### src/rtl/bank_sched_pkg.sv
// bank_sched_pkg
//   Shared definitions for the two-bank allocation scheduler:
//   scheduler state encoding, response codes and the default bank capacity.
package bank_sched_pkg;

    typedef enum logic [1:0] {
        ST_IDLE = 2'd0,
        ST_RUN  = 2'd1,
        ST_DONE = 2'd2
    } sched_state_t;

    localparam logic [1:0] OKAY   = 2'b00;
    localparam logic [1:0] SLVERR = 2'b10;
    localparam logic [1:0] DECERR = 2'b11;

    localparam logic [63:0] DEFAULT_BANK_SIZE = 64'h0000_0001_0000_0000;

endpackage

### src/rtl/bank_usage.sv
// bank_usage
//   Per-bank bookkeeping: write pointer, bytes in use, high-water mark and a
//   sticky underflow flag.
// Ports:
//   clk, resetn            clock, synchronous active-low reset
//   snapshot               run start: re-arm hwm from the current usage
//   alloc_valid/alloc_len  allocation granted to this bank this cycle
//   free_valid/free_len    bytes released from this bank this cycle
//   used, wptr, hwm        current usage, next write offset, high-water mark
//   underflow              sticky: a release exceeded the usage
module bank_usage
    import bank_sched_pkg::*;
#(
    parameter logic [63:0] BANK_SIZE = DEFAULT_BANK_SIZE,
    parameter int          LEN_W     = 16
) (
    input  logic             clk,
    input  logic             resetn,
    input  logic             snapshot,
    input  logic             alloc_valid,
    input  logic [LEN_W-1:0] alloc_len,
    input  logic             free_valid,
    input  logic [LEN_W-1:0] free_len,
    output logic [63:0]      used,
    output logic [63:0]      wptr,
    output logic [63:0]      hwm,
    output logic             underflow
);

    logic [64:0] sum_ext;
    logic [64:0] free_ext;
    logic [64:0] wsum;
    logic        uf_now;
    logic [63:0] used_nxt;
    logic [63:0] wptr_nxt;

    // Allocation and release on the same cycle both apply; the release is
    // checked against usage after the allocation is added.
    always_comb begin
        sum_ext  = {1'b0, used} + (alloc_valid ? 65'(alloc_len) : 65'd0);
        free_ext = free_valid ? 65'(free_len) : 65'd0;
        uf_now   = free_ext > sum_ext;
        used_nxt = uf_now ? 64'd0 : 64'(sum_ext - free_ext);
        wsum     = {1'b0, wptr} + 65'(alloc_len);
        wptr_nxt = (wsum >= {1'b0, BANK_SIZE}) ? 64'(wsum - {1'b0, BANK_SIZE})
                                                : 64'(wsum);
    end

    always_ff @(posedge clk) begin
        if (!resetn) begin
            used      <= 64'd0;
            wptr      <= 64'd0;
            hwm       <= 64'd0;
            underflow <= 1'b0;
        end else begin
            used <= used_nxt;
            if (alloc_valid)
                wptr <= wptr_nxt;
            if (uf_now)
                underflow <= 1'b1;
            // On a run start the mark restarts from present usage, still
            // honouring any growth landing on the same edge.
            if (snapshot)
                hwm <= (used_nxt > used) ? used_nxt : used;
            else if (used_nxt > hwm)
                hwm <= used_nxt;
        end
    end

endmodule

### src/rtl/bank_scheduler.sv
// bank_scheduler
//   Timed run controller that hands out byte ranges from two RAM banks,
//   preferring the less-used bank, and tracks usage/high-water marks.
//   Optional statistics counters are built only when BANK_SCHEDULER_STATS_EN
//   is defined; otherwise grants_0/grants_1/stall_cycles read 0.
// Ports:
//   clk, resetn                  clock, synchronous active-low reset
//   start, cycle_count           begin a run of cycle_count cycles
//   busy, done                   in RUN / one-cycle end-of-run pulse
//   req_valid, req_len, req_ready  allocation request handshake
//   grant_valid/bank/addr        grant strobe one cycle after acceptance
//   free0_*/free1_*              per-bank release strobes
//   hwm_0, hwm_1, underflow      usage high-water marks, sticky underflow
//   grants_0, grants_1, stall_cycles  statistics
//
// state   | meaning
// IDLE    | waiting for start
// RUN     | counting down, accepting requests while the counter is non-zero
// DONE    | one-cycle end-of-run, done asserted
module bank_scheduler
    import bank_sched_pkg::*;
#(
    parameter logic [63:0] BANK_SIZE = DEFAULT_BANK_SIZE,
    parameter int          LEN_W     = 16
) (
    input  logic             clk,
    input  logic             resetn,
    input  logic             start,
    input  logic [31:0]      cycle_count,
    output logic             busy,
    output logic             done,
    input  logic             req_valid,
    input  logic [LEN_W-1:0] req_len,
    output logic             req_ready,
    output logic             grant_valid,
    output logic             grant_bank,
    output logic [63:0]      grant_addr,
    input  logic             free0_valid,
    input  logic [LEN_W-1:0] free0_len,
    input  logic             free1_valid,
    input  logic [LEN_W-1:0] free1_len,
    output logic [63:0]      hwm_0,
    output logic [63:0]      hwm_1,
    output logic             underflow,
    output logic [31:0]      grants_0,
    output logic [31:0]      grants_1,
    output logic [31:0]      stall_cycles
);

    sched_state_t state, state_nxt;
    logic [31:0]  run_cnt;
    logic [63:0]  used_0, used_1, wptr_0, wptr_1;
    logic         uf_0, uf_1;
    logic [64:0]  len_ext;
    logic         fit_0, fit_1, pref, pref_fit, sel, accept;

    assign len_ext  = 65'(req_len);
    assign fit_0    = ({1'b0, used_0} + len_ext) <= {1'b0, BANK_SIZE};
    assign fit_1    = ({1'b0, used_1} + len_ext) <= {1'b0, BANK_SIZE};
    assign pref     = used_1 < used_0;
    assign pref_fit = pref ? fit_1 : fit_0;
    assign sel      = pref_fit ? pref : ~pref;

    assign busy      = (state == ST_RUN);
    assign done      = (state == ST_DONE);
    assign req_ready = busy && (run_cnt != 32'd0) && (fit_0 || fit_1);
    assign accept    = req_valid && req_ready;
    assign underflow = uf_0 | uf_1;

    // Leaving RUN once the counter is at or about to hit zero gives exactly
    // cycle_count busy cycles, and a single RUN cycle for cycle_count=0.
    always_comb begin
        state_nxt = state;
        if (start) begin
            state_nxt = ST_RUN;
        end else begin
            case (state)
                ST_IDLE: state_nxt = ST_IDLE;
                ST_RUN:  if (run_cnt <= 32'd1) state_nxt = ST_DONE;
                ST_DONE: state_nxt = ST_IDLE;
                default: state_nxt = ST_IDLE;
            endcase
        end
    end

    always_ff @(posedge clk) begin
        if (!resetn) begin
            state       <= ST_IDLE;
            run_cnt     <= 32'd0;
            grant_valid <= 1'b0;
            grant_bank  <= 1'b0;
            grant_addr  <= 64'd0;
        end else begin
            state       <= state_nxt;
            grant_valid <= accept;
            if (start)
                run_cnt <= cycle_count;
            else if (busy && run_cnt != 32'd0)
                run_cnt <= run_cnt - 32'd1;
            if (accept) begin
                grant_bank <= sel;
                grant_addr <= sel ? wptr_1 : wptr_0;
            end
        end
    end

    bank_usage #(.BANK_SIZE(BANK_SIZE), .LEN_W(LEN_W)) u_bank0 (
        .clk(clk), .resetn(resetn), .snapshot(start),
        .alloc_valid(accept && !sel), .alloc_len(req_len),
        .free_valid(free0_valid), .free_len(free0_len),
        .used(used_0), .wptr(wptr_0), .hwm(hwm_0), .underflow(uf_0)
    );

    bank_usage #(.BANK_SIZE(BANK_SIZE), .LEN_W(LEN_W)) u_bank1 (
        .clk(clk), .resetn(resetn), .snapshot(start),
        .alloc_valid(accept && sel), .alloc_len(req_len),
        .free_valid(free1_valid), .free_len(free1_len),
        .used(used_1), .wptr(wptr_1), .hwm(hwm_1), .underflow(uf_1)
    );

`ifdef BANK_SCHEDULER_STATS_EN
    logic [31:0] grants_0_q, grants_1_q, stall_q;

    always_ff @(posedge clk) begin
        if (!resetn || start) begin
            grants_0_q <= 32'd0;
            grants_1_q <= 32'd0;
            stall_q    <= 32'd0;
        end else begin
            if (accept && !sel) grants_0_q <= grants_0_q + 32'd1;
            if (accept && sel)  grants_1_q <= grants_1_q + 32'd1;
            if (busy && req_valid && !req_ready && stall_q != 32'hFFFF_FFFF)
                stall_q <= stall_q + 32'd1;
        end
    end

    assign grants_0     = grants_0_q;
    assign grants_1     = grants_1_q;
    assign stall_cycles = stall_q;
`else
    assign grants_0     = 32'd0;
    assign grants_1     = 32'd0;
    assign stall_cycles = 32'd0;
`endif

endmodule

### config.mk
export PLATFORM = sky130hd
export DESIGN_NAME = bank_scheduler
export DESIGN_NICKNAME = d
export VERILOG_FILES = /design/src/rtl/bank_sched_pkg.sv /design/src/rtl/bank_usage.sv /design/src/rtl/bank_scheduler.sv
export SDC_FILE = /design/constraint.sdc
export NUM_CORES = 2
export LEC_CHECK = 0
export BUFFER_PORTS_ARGS = -buffer_cell sky130_fd_sc_hd__buf_2
export CORE_MARGIN = 5
export CORE_UTILIZATION = 31
export DETAILED_ROUTE_END_ITERATION = 16
export GPL_TIMING_DRIVEN = 1
export MAX_ROUTING_LAYER = met4
export SLEW_MARGIN = 20
export SYNTH_ARGS = -nofsm -noshare
export SYNTH_HDL_FRONTEND = slang
export SYNTH_SLANG_ARGS = --single-unit
### constraint.sdc
create_clock -name clk -period 32.7 [get_ports clk]
set_input_delay 6.54 -clock clk [delete_from_list [all_inputs] [get_ports clk]]
set_output_delay 6.54 -clock clk [all_outputs]
set_load 0.005 [all_outputs]
**After elaboration in Yosys (flattened, before gate mapping)**

Cells that the tools add are included.

- Flip-flop bits (word level): 486
- Output and inout bits: 294

- $add $sub $neg: 11
- $lt $le $gt $ge: 12
- Equality and inequality tests: 3
- Muxes and demuxes: 22
- Bitwise operators: 4
- Reduce and logical (&&, ||, !) cells: 12

Operator list:

| operator | number |
|---|---|
| 64-bit two-way mux | 11 |
| 64-bit by 16-bit adder with 65-bit output | 6 |
| 64-bit > comparator | 4 |
| 65-bit by 33-bit >= comparator with 1-bit output, second input constant | 2 |
| 16-bit by 65-bit > comparator with 1-bit output | 2 |
| 65-bit by 33-bit less-or-equal comparator with 1-bit output, second input constant | 2 |
| 64-bit by 33-bit subtractor with 64-bit output, second input constant | 2 |
| 64-bit subtractor | 2 |
| 64-bit less-than comparator | 1 |
| 16-bit two-way mux | 4 |
| 32-bit two-way mux | 2 |
| 32-bit by 1-bit less-or-equal comparator with 1-bit output, second input constant | 1 |
| 32-bit nonzero test | 1 |
| 32-bit by 1-bit subtractor with 32-bit output, second input constant | 1 |
| 2-bit nonzero test | 3 |
| 1-bit logical AND | 5 |
| 1-bit two-way mux | 5 |
| 3-bit by 2-bit != test with 1-bit output, second input constant | 1 |
| 1-bit NOT | 3 |
| 3-bit OR reduction | 1 |
| 2-bit by 1-bit == test with 1-bit output, second input constant | 1 |
| 2-bit == test, second input constant | 1 |
| 1-bit zero test | 1 |
| 1-bit logical OR | 1 |
| 1-bit OR | 1 |

**Logic depth before layout (Yosys ltp)**

- Depth after elaboration: 13
- Gate-level depth with buffers: 56

**Cells and area by module**

From an unflattened synthesis, not the netlist that was laid out.

- Cells, all modules: 6827
- Area total of the unflattened synthesis: 50061.8 um^2

Modules (own cells, without submodules):

| module | instances | cells an instance | area each (um^2) | seq. area each (um^2) |
|---|---|---|---|---|
| bank_usage (u_bank0) | 1 | 2617 | 19261.0 | 3863.7 |
| bank_usage (u_bank1) | 1 | 2572 | 18676.7 | 3863.7 |
| bank_scheduler | 1 | 1638 | 12124.1 | 2001.9 |

**Worst setup path before layout**

OpenSTA, ideal clock, no wires.

- Kind: input to register
- Start: input port req_len[0]
- End: register u_bank1.hwm[54]
- Library setup time: 115 ps
- Data arrival time: 17531 ps
- Required time: 32585 ps
- Setup slack: 15055 ps
- Stages: 52
- Path buffers: 6
- Cells stage by stage: ha_1 -> fa_1 -> a211o_1 -> a2111oi_2 -> o31ai_2 -> o21ai_1 -> mux2i_1 -> o2111ai_1 -> nor4_1 -> a31oi_1 -> nor4_4 -> a211oi_4 -> buf_2 -> buf_2 -> and2_1 -> ha_1 -> fa_1 -> a21o_1 -> [... 16 more ...] -> nor2_1 -> ha_1 -> a21o_1 -> a21o_1 -> a21oi_1 -> o211ai_1 -> a221oi_1 -> o21ai_0 -> a221oi_1 -> o211ai_1 -> a211oi_1 -> o21a_1 -> clkbuf_1 -> or2_2 -> buf_2 -> buf_2 -> o22ai_1 -> o21a_1

- Longest elaborated chain between the ends: 13
- Elaborated cells on any way between the ends: 21
- Those cells by class: add/sub: 4; order compare: 5; mux: 7; reduce/logical: 5

RTL lines:

| what | RTL line | RTL |
|---|---|---|
| start, declared | bank_scheduler.sv:33 | `input logic [LEN_W-1:0] req_len,` |
| 64-bit by 16-bit adder with 65-bit output (on tied branches) | bank_scheduler.sv:58, bank_scheduler.sv:59 |  |
| 65-bit by 33-bit less-or-equal comparator with 1-bit output (on tied branches) | bank_scheduler.sv:58, bank_scheduler.sv:59 |  |
| 1-bit logical OR | bank_scheduler.sv:66 | `assign req_ready = busy && (run_cnt != 32'd0) && (fit_0 \|\| fit_1);` |
| 1-bit logical AND | bank_scheduler.sv:66 |  |
| 1-bit logical AND | bank_scheduler.sv:67 | `assign accept = req_valid && req_ready;` |
| 1-bit logical AND | bank_scheduler.sv:116 | `.alloc_valid(accept && sel), .alloc_len(req_len),` |
| 16-bit two-way mux * | bank_usage.sv:40 | `sum_ext = {1'b0, used} + (alloc_valid ? 65'(alloc_len) : 65'd0);` |
| 64-bit by 16-bit adder with 65-bit output * | bank_usage.sv:40 |  |
| 64-bit subtractor or 16-bit by 65-bit > comparator with 1-bit output (tied branches) | bank_usage.sv:43, bank_usage.sv:42 |  |
| 64-bit two-way mux * | bank_usage.sv:43 | `used_nxt = uf_now ? 64'd0 : 64'(sum_ext - free_ext);` |
| via u_bank1.used_nxt[41] | bank_usage.sv:34 | `logic [63:0] used_nxt;` |
| 64-bit > comparator | bank_usage.sv:64 | `hwm <= (used_nxt > used) ? used_nxt : used;` |
| 64-bit two-way mux | bank_usage.sv:64 |  |
| 64-bit two-way mux | bank_usage.sv:63 | `if (snapshot)` |
| end signal, assigned | bank_usage.sv:64 |  |
| end signal, assigned | bank_usage.sv:66 | `hwm <= used_nxt;` |
| end, declared | bank_usage.sv:26 | `output logic [63:0] hwm,` |

The timed path passes the listed nets; every way through them passes the cells marked *. The select of a mux whose other input is x is not followed.
A chain may end at the register's enable or synchronous reset.

**Final worst setup path**

- Start: input port req_len[0]
- End: register u_bank1.hwm[38]

The elaborated chain is that of the path after synthesis.

==> impl_metrics.env <==
export IMPL_seq_area_frac_synth_pct=20.1
export IMPL_cp_common_cell="ha_1"
export IMPL_vias=50872
export IMPL_synth_ff_type="dfxtp_1"
export IMPL_finalMaxSlewViolations=0
export IMPL_ys_warn_count=0
export IMPL_cts_resized=0
export IMPL_start_kind="input pin"
export IMPL_fin_util_pct=34.1
export IMPL_area_growth_pct=9.85
export IMPL_hp_start="u_bank1.underflow"
export IMPL_ant_nets=0
export IMPL_fill_cells=16730
export IMPL_grt_pass1_vias=47101
export IMPL_core_area_um2=156000
export IMPL_max_stage_delay_ns=0.86
export IMPL_wl_per_cell_um=24.4
export IMPL_endpoint_kind="flop"
export IMPL_ys_types=112
export IMPL_die_area_um2=164000
export IMPL_fmaxAchievable_mhz=48.9
export IMPL_post_cts_buffers=0
export IMPL_portBuffers=283
export IMPL_drt_iter0_drc=5674
export IMPL_drt_pass1_iterations=6
export IMPL_grt_use_total_pct=25.2
export IMPL_worstRegToRegCells=47
export IMPL_synthTopCellsByArea="dfxtp_1 (20%), ha_1 (13%), xnor2_1 (5.8%), a21oi_1 (5.5%), nor2_1 (5.2%)"
export IMPL_synth_top_area_share_pct=20.1
export IMPL_cts_sinks=486
export IMPL_wl_mm=212
export IMPL_finalNetCount=7162
export IMPL_htree_num_levels=2
export IMPL_holdPathStages=2
export IMPL_critPathMaxFanout=83
export IMPL_clk_pin_slew_worst_paths_ns=0.06
export IMPL_cts_buffers=60
export IMPL_status="finished clean"
export IMPL_antenna_found_initial=24
export IMPL_netlist_instances=6545
export IMPL_ys_ff_latch=486
export IMPL_drv_cap=0
export IMPL_setup_viol=0
export IMPL_place_gp_congestion=1.02
export IMPL_hold_slack_ns=0.492
export IMPL_mostFrequentLayoutCell="nor2_1"
export IMPL_num_rows=145
export IMPL_clk_insertion_delay_late_ns=0.74
export IMPL_die_h_um=405
export IMPL_worstSetupPathType="in -> reg"
export IMPL_min_to="u_bank1.underflow"
export IMPL_post_synth_cell_area_avg_um2=7.39
export IMPL_dieWidth_um=405
export IMPL_initial_core_util_pct=31.1
export IMPL_r2r_slack_ns=17.83
export IMPL_synth_enable_flop_cells=0
export IMPL_tns_ns=0
export IMPL_async_flop_share_pct=0
export IMPL_drcViolationCount=0
export IMPL_crit_arrival_ns=21.03
export IMPL_cts_tree="built"
export IMPL_grt_max_degree=120
export IMPL_reg2reg_from="u_bank0.used[0]"
export IMPL_grt_overflow_total=0
export IMPL_period_needed_ns=20.44
export IMPL_slew_headroom_pct=27.5
export IMPL_required_ns=33.29
export IMPL_dp_hpwl_mm=169
export IMPL_synth_area_um2=48400
export IMPL_drt_vias_per_instance=5.84
export IMPL_cts_hold_buf=0
export IMPL_hold_class="reg -> reg"
export IMPL_synth_top_cell_by_area="dfxtp_1"
export IMPL_mostFrequentLayoutCells="nor2_1 (670), a21oi_1 (532), dfxtp_1 (486), ha_1 (485), inv_1 (429)"
export IMPL_reg2reg_to="u_bank1.hwm[38]"
export IMPL_layout_drive_gt1_share_pct=8.67
export IMPL_tightest_slew_ns=1.09
export IMPL_clock_path_buffers=3
export IMPL_skew_ns=0.0639
export IMPL_grt_setup_unrepaired="false"
export IMPL_fin_crit_sh_pct=62.5
export IMPL_slowest_stage="buf_4"
export IMPL_cts_root_buf="clkbuf_16"
export IMPL_finalHoldViolCount=0
export IMPL_grt_pass1_wl_mm=310
export IMPL_ios=380
-- routing by layer --
| layer | routed length [um] | up-vias | part of all wire (%) | GRT usage [%] |
|---|---|---|---|---|
| met4 | 8910 | 0 | 4.2 | 9.14 |
| met1 | 96900 | 24535 | 46 | 35.1 |
| met5 | 0 | - | 0 | - |
| met3 | 17200 | 403 | 8.1 | 3.55 |
| li1 | - | 23635 | - | - |
| met2 | 89400 | 2299 | 42 | 37.2 |
-- state kept, by name, summed over array words and instances, names as in the netlist --
register / count
grant_addr: 64
u_bank0.underflow: 1
grant_bank: 1
run_cnt: 32
u_bank0.hwm: 64
u_bank1.used: 64
u_bank1.hwm: 64
state: 2
u_bank0.used: 64
u_bank1.wptr: 64
u_bank0.wptr: 64
grant_valid: 1
u_bank1.underflow: 1
-- area by class of cell --
| type | count | area, um^2 | area share [%] |
|---|---|---|---|
| clock buffer | 80 | 1700 | 3.19 |
| multi-input combinational | 5269 | 35200 | 66.3 |
| clock inverter | 30 | 457 | 0.859 |
| timing repair buffer | 333 | 1800 | 3.39 |
| tap | 2058 | 2570 | 4.85 |
| sequential | 486 | 9730 | 18.3 |
| inverter | 433 | 1630 | 3.07 |
| antenna | 16 | 40.0 | 0.0753 |
-- worst max path at each step --
stage / start / end / slack (ns) / cells after the start
final: req_len[0] / u_bank1.hwm[38] / 12.26 / 48
after global routing: req_len[0] / u_bank1.hwm[44] / 11.50 / 53
after CTS: req_len[0] / u_bank1.hwm[38] / 12.47 / 48
after detailed placement: req_len[0] / u_bank1.hwm[38] / 11.80 / 48
after global placement: req_len[0] / u_bank0.hwm[36] / 11.65 / 49
after floorplan: req_len[0] / u_bank1.hwm[54] / 15.05 / 52
-- per-stage QoR --
stage,cells,area (um^2),setup slack [ns]
floorplan,6640,48700,15.05
global placement,8579,50900,11.65
detailed placement,8579,50900,11.80
CTS,8689,53100,12.47
global route,8700,53100,11.50
finish,8705,53100,12.26
-- kinds of logic (layout without fill, tap and decap cells) --
family,Yosys count,after routing,synth area share (%)
multiplexers,132,132,2.75
flip-flops,486,486,20.1
buffers and inverters,885,876,7.96
XOR/XNOR,426,426,7.71
AO/OA/AOI/OAI,1750,1750,23.4
other,1,112,0.00775
AND/OR/NAND/NOR,2372,2372,25.2
adder cells (fa/ha/maj),493,493,12.9
-- critical path: cells and delay by family --
kind,cells,cell delay [ns]
AO/OA/AOI/OAI,25,6.84
AND/OR/NAND/NOR,12,3.88
buffers and inverters,4,1.65
adder cells (fa/ha/maj),5,1.61
XOR/XNOR,2,0.44
-- cells in the mapped netlist, types with 97 or more instances --
cell / n
and2_1: 97
xor2_1: 104
o21ai_0: 361
dfxtp_1: 486
a21o_1: 175
xnor2_1: 322
nand4_1: 202
inv_1: 430
clkbuf_1: 216
nor2_1: 671
a21oi_1: 533
nand2_1: 390
buf_4: 100
nor3_1: 223
mux2i_1: 126
nand3_1: 226
ha_1: 485
buf_2: 117
Power is left out: the tool's default activity adds up to more than one toggle a clock period on the data nets, which glitch-free logic cannot reach.
